<file path="config.mk">
export PLATFORM = sky130hd
export DESIGN_NAME = weight_serializer_flat
export DESIGN_NICKNAME = d
export VERILOG_FILES = /design/src/rtl/weight_serializer_if.sv /design/src/rtl/weight_serializer.sv /design/src/flat_wrapper.sv
export SDC_FILE = /design/constraint.sdc
export NUM_CORES = 1
export LEC_CHECK = 0
export BUFFER_PORTS_ARGS = -buffer_cell sky130_fd_sc_hd__buf_4
export CORE_UTILIZATION = 40
export CTS_CLUSTER_DIAMETER = 120
export DETAILED_ROUTE_END_ITERATION = 12
export HOLD_SLACK_MARGIN = 0.12
export PLACE_DENSITY = 0.65
export SYNTH_ARGS = -nofsm -noshare
export SYNTH_HDL_FRONTEND = slang
export SYNTH_SLANG_ARGS = --single-unit
</file>
<file path="constraint.sdc">
create_clock -name i_clk -period 2.3 [get_ports i_clk]
set_input_delay 0.23 -clock i_clk [delete_from_list [all_inputs] [get_ports i_clk]]
set_output_delay 0.23 -clock i_clk [all_outputs]
set_load 0.03 [all_outputs]
</file>
<file path="src/rtl/weight_serializer_if.sv">
// weight_serializer_if: load/stream bundle between a bundle source, the serializer and the word sink
interface weight_serializer_if #(parameter int NUM_BYTES = 9);
  logic                   i_load;
  logic [8*NUM_BYTES-1:0] i_bytes;
  logic                   o_load_ready;
  logic                   o_valid;
  logic [31:0]            o_data;
  logic                   i_ready;
  logic                   o_busy;
  logic                   o_done;
  modport slave (
    input  i_load, i_bytes, i_ready,
    output o_load_ready, o_valid, o_data, o_busy, o_done
  );
  modport master (
    output i_load, i_bytes, i_ready,
    input  o_load_ready, o_valid, o_data, o_busy, o_done
  );
endinterface

</file>
<file path="src/rtl/weight_serializer.sv">
// weight_serializer: emits a NUM_BYTES-byte weight bundle as 32-bit words over valid/ready
// WSER_CHECKSUM_EN: when defined, a trailing {sum8, 24'h0} word follows the payload words.
module weight_serializer #(
  parameter int NUM_BYTES = 9
) (
  input  logic          i_clk,
  input  logic          i_rst_n,
  weight_serializer_if.slave bus
);
  localparam int NUM_WORDS = (NUM_BYTES + 3) / 4;
  localparam int PW = 32 * NUM_WORDS;
`ifdef WSER_CHECKSUM_EN
  localparam int TW = NUM_WORDS + 1;
`else
  localparam int TW = NUM_WORDS;
`endif
  localparam int SW = 32 * TW;
  localparam int CW = $clog2(TW + 1);
  localparam logic [1:0] S_IDLE = 2'd0;
  localparam logic [1:0] S_SEND = 2'd1;
  localparam logic [1:0] S_DONE = 2'd2;
  logic [1:0]    state_q, state_d;
  logic [SW-1:0] sr_q, sr_d, cap;
  logic [CW-1:0] cnt_q, cnt_d;
  logic [PW-1:0] payload;
  logic          hs, last;
  // byte0 lands in the MSBs; unused low bytes of the last word stay zero
  assign payload = PW'(bus.i_bytes) << (PW - 8 * NUM_BYTES);
`ifdef WSER_CHECKSUM_EN
  logic [7:0] sum;
  // mod-256 byte sum of the bundle, taken from the bus on the capture edge
  always_comb begin
    sum = '0;
    for (int k = 0; k < NUM_BYTES; k++) sum = sum + bus.i_bytes[8*k +: 8];
  end
  assign cap = {payload, sum, 24'h0};
`else
  assign cap = payload;
`endif
  assign hs   = bus.o_valid & bus.i_ready;
  assign last = cnt_q == CW'(TW - 1);
  assign bus.o_load_ready = state_q == S_IDLE;
  assign bus.o_valid      = state_q == S_SEND;
  assign bus.o_busy       = state_q == S_SEND || state_q == S_DONE;
  assign bus.o_done       = state_q == S_DONE;
  assign bus.o_data       = sr_q[SW-1 -: 32];
  // capture in idle, shift one word out per handshake; the register drains to zero after the last word
  always_comb begin
    state_d = state_q;
    sr_d    = sr_q;
    cnt_d   = cnt_q;
    if (state_q == S_IDLE && bus.i_load) begin
      state_d = S_SEND;
      sr_d    = cap;
      cnt_d   = '0;
    end else if (state_q == S_SEND && hs) begin
      sr_d    = sr_q << 32;
      cnt_d   = cnt_q + CW'(1);
      state_d = last ? S_DONE : S_SEND;
    end else if (state_q != S_SEND) begin
      state_d = S_IDLE;
    end
  end
  // state registers; reset aborts any transfer in flight
  always_ff @(posedge i_clk or negedge i_rst_n) begin
    if (!i_rst_n) begin
      state_q <= S_IDLE;
      sr_q    <= '0;
      cnt_q   <= '0;
    end else begin
      state_q <= state_d;
      sr_q    <= sr_d;
      cnt_q   <= cnt_d;
    end
  end
endmodule

</file>
<file path="src/flat_wrapper.sv">
// flat-port wrapper written by rule: the top's interface ports become plain ports
module weight_serializer_flat 
#(
  parameter int NUM_BYTES = 9
)
  (i_clk, i_rst_n, bus_i_load, bus_i_bytes, bus_i_ready, bus_o_load_ready, bus_o_valid, bus_o_data, bus_o_busy, bus_o_done);
  weight_serializer_if #(.NUM_BYTES(NUM_BYTES)) bus_i ();
  input  logic i_clk;
  input  logic i_rst_n;
  input wire logic [$bits(bus_i.i_load)-1:0] bus_i_load;
  input wire logic [$bits(bus_i.i_bytes)-1:0] bus_i_bytes;
  input wire logic [$bits(bus_i.i_ready)-1:0] bus_i_ready;
  output wire logic [$bits(bus_i.o_load_ready)-1:0] bus_o_load_ready;
  output wire logic [$bits(bus_i.o_valid)-1:0] bus_o_valid;
  output wire logic [$bits(bus_i.o_data)-1:0] bus_o_data;
  output wire logic [$bits(bus_i.o_busy)-1:0] bus_o_busy;
  output wire logic [$bits(bus_i.o_done)-1:0] bus_o_done;
  assign bus_i.i_load = bus_i_load;
  assign bus_i.i_bytes = bus_i_bytes;
  assign bus_i.i_ready = bus_i_ready;
  assign bus_o_load_ready = bus_i.o_load_ready;
  assign bus_o_valid = bus_i.o_valid;
  assign bus_o_data = bus_i.o_data;
  assign bus_o_busy = bus_i.o_busy;
  assign bus_o_done = bus_i.o_done;
  weight_serializer #(.NUM_BYTES(NUM_BYTES)) u_core (.i_clk(i_clk), .i_rst_n(i_rst_n), .bus(bus_i));
endmodule
</file>
==> results.md <==
- Outcome: finished clean
- Largest net degree at the start of global routing: 117
- Setup crit start: u_core.state_q[1]
- Cell area power density: 1180 nW/um^2
- Final nets: 522
- Post-synthesis instance area: between 3000 and 4000 um^2
- Seq/Total Area, Yosys: 0.541
- Reg clk slew, reported paths: ~0.07 ns
- Tot Pwr: between 5000 and 6000 uW
- Final antenna-violating net count: 0
- Critical Path AT: 1.88 ns
- Vias in the first global route: around 2600
- CTS tree: built
- Final hold slack: 0.124 ns
- Crit Path Max Fanout: 15
- CTS buffer count: 9
- Global-route wire length before repair: 12400 um
- Reg-to-reg critical path endpoint: u_core.sr_q[66]
- CP endpoint kind: flip-flop
- Gpl congestion: 0.715
- Worst endpoint required time: 2.50 ns
- VDD IR max: roughly 0.67 mV
- GRT overflow: 0
- Worst slew margin: 0.373
- Core Region: 8340 um^2
- Die width: 95.7 um
- Final worst-path cycle share: 0.730
- Leak: between 0.002 and 0.003 uW
- Syn Area/Cell: 11.7 um^2
- Inserted Diodes: 0
- Slew Viols, Final: 0
- HP Class: input port to flip-flop
- Ports: 112
- Post-route DRC: 0
- Number of library cell types mapped by synthesis: 22
- Antenna violations before repair: 0
- Die ar.: 9170 um^2
- Fill cells: 711
- R2R depth: 6
- Sequential Area: 1900 um^2
- Worst-Margin Slew: 0.940 ns
- DR pass1 iterations: 4
- Min Tclk post-route: 1.68 ns
- Routed via count: 2613
- Post-detail-place hpwl: around 4600 um
- Yosys top cell area share: 0.541
- Crit path to: u_core.sr_q[66]
- Post-cts sizing count: 0
- CTS Root Buffer Type: clkbuf_8
- Setup TNS: 0 ns
- Worst skew pair latency: 0.33 ns
- FF+latch count, synth: 76
- Initial Util: 0.421
- CP Class: flip-flop to flip-flop
- Post-CTS setup buffers: 0
- RR Startpoint: u_core.state_q[1]
- Per-cell routed wire length: roughly 14 um
- Top post-synthesis cells by area: dfrtp_1, mux2i_1, a22o_1
- Clock skew: 0.00975 ns
- Routed WL: 7830 um
- Post-synth net total: 380
- Setup slack, reg-to-reg: 0.62 ns
- Buffers on Ports: 111
- Final Hold Viols: 0
- GR Util All Layers: 0.178
- Multi-input gate area: approximately 1200 um^2
- Crit path launch type: flip-flop
- DRT iter0 DRCs: between 60 and 70
- DR vias/cell: between 4 and 5
- RSZ-0062 raised after global routing: false
- Leading area contributor after synthesis: dfrtp_1
- Cells after synthesis: 300
- Clock sinks: 76
- Die Span Y: 95.7 um
- Max Cap Viol: 0
- Share of layout cells above drive strength 1: 0.297
- Final setup vio count: 0
- Clk buf depth: 2
- Layout area overhead: 41.3%
- H-tree depth: 3
- Row cnt: 33
- Maximum clock frequency: 595 MHz
- Fin util: 0.595
- Synth warnings: 0
## worst min-delay path by stage
| stage | from | endpoint | slack (ns) | cells past startpoint |
|---|---|---|---|---|
| after floorplan | i_rst_n | u_core.cnt_q[0] | -0.07 | 0 |
| after global placement | i_rst_n | u_core.sr_q[85] | 0.44 | 1 |
| after detailed placement | bus_i_bytes[50] | u_core.sr_q[74] | 0.44 | 3 |
| after CTS | bus_i_bytes[28] | u_core.sr_q[52] | 0.12 | 2 |
| after global routing | bus_i_bytes[6] | u_core.sr_q[30] | 0.13 | 2 |
| final | bus_i_bytes[47] | u_core.sr_q[71] | 0.12 | 3 |
## worst max-delay path, stage by stage, from the launching register on
cell and delay (ns):
dfrtp_1 0.37, inv_1 0.07, ha_1 0.28, nand2_4 0.26, buf_4 0.28, mux2i_1 0.21, o21ai_1 0.07
## routing by layer
| layer | GRT usage | vias to the layer above | share of wire |
|---|---|---|---|
| met2 | 0.293 | 69 | 0.48 |
| met4 | 0.0572 | 0 | 0.0088 |
| met5 | 0 | - | 0 |
| met1 | 0.231 | 1247 | 0.47 |
| met3 | 0.0450 | 6 | 0.046 |
| li1 | - | 1291 | - |
## power by group
part	switching (uW)	total [uW]	internal (uW)
Sequential	351	2310	1950
Combinational	1530	2720	1200
Clock	447	851	404
## final cells by class
class                      count  share of cell area
clock buffer                  11              0.0285
multi-input combinational    168               0.239
sequential                    76               0.383
tap                          105              0.0265
inverter                       3             0.00227
clock inverter                 3             0.00302
timing repair buffer         184               0.318
## kinds of logic (layout without fill, tap and decap cells)
family                   count (synthesis)  in the layout  share of synthesized area
adder cells (fa/ha/maj)                  4              4                     0.0142
buffers and inverters                   56            201                      0.122
XOR/XNOR                                 1              1                    0.00249
AO/OA/AOI/OAI                           75             75                      0.145
AND/OR/NAND/NOR                         46             46                     0.0552
multiplexers                            42             42                      0.120
flip-flops                              76             76                      0.541
## Yosys cell counts (all sizes together)
cell type / instances
xnor2: 1
buf: 50
nor3b: 1
or2: 1
nor2: 1
ha: 4
dfrtp: 76
and2: 1
inv: 3
clkbuf: 3
o21ai: 40
a21o: 1
a22o: 32
nand2: 42
mux2i: 42
a21oi: 2
## metrics by stage
stage,instances,worst slack [ns],area [um^2]
2_1_floorplan,300,0.701,3510
3_3_place_gp,467,0.692,4120
3_5_place_dp,467,0.611,4120
4_1_cts,546,0.604,4920
5_1_grt,550,0.426,4960
6_report,550,0.621,4960
## placed cells by master (no fill, tap or decap), drive strengths merged
cell type,instances
buf,115
dfrtp,76
dlygate4sd3,69
mux2i,42
nand2,42
o21ai,40
a22o,32
clkbuf,11
ha,4
inv,3
clkinv,3
a21oi,2
and2,1
a21o,1
xnor2,1
nor2,1
nor3b,1
or2,1
## timing repair
| item | in CTS | in global routing |
|---|---|---|
| endpoints found under the hold margin | 140 | 4 |
| setup endpoints to repair | 0 | 0 |
| hold buffers | 65 | 4 |
## flip-flops by register name (all words and copies together), names as in the netlist
name,count
u_core.cnt_q,2
u_core.sr_q,72
u_core.state_q,2
(Power assumes the default switching activity.)
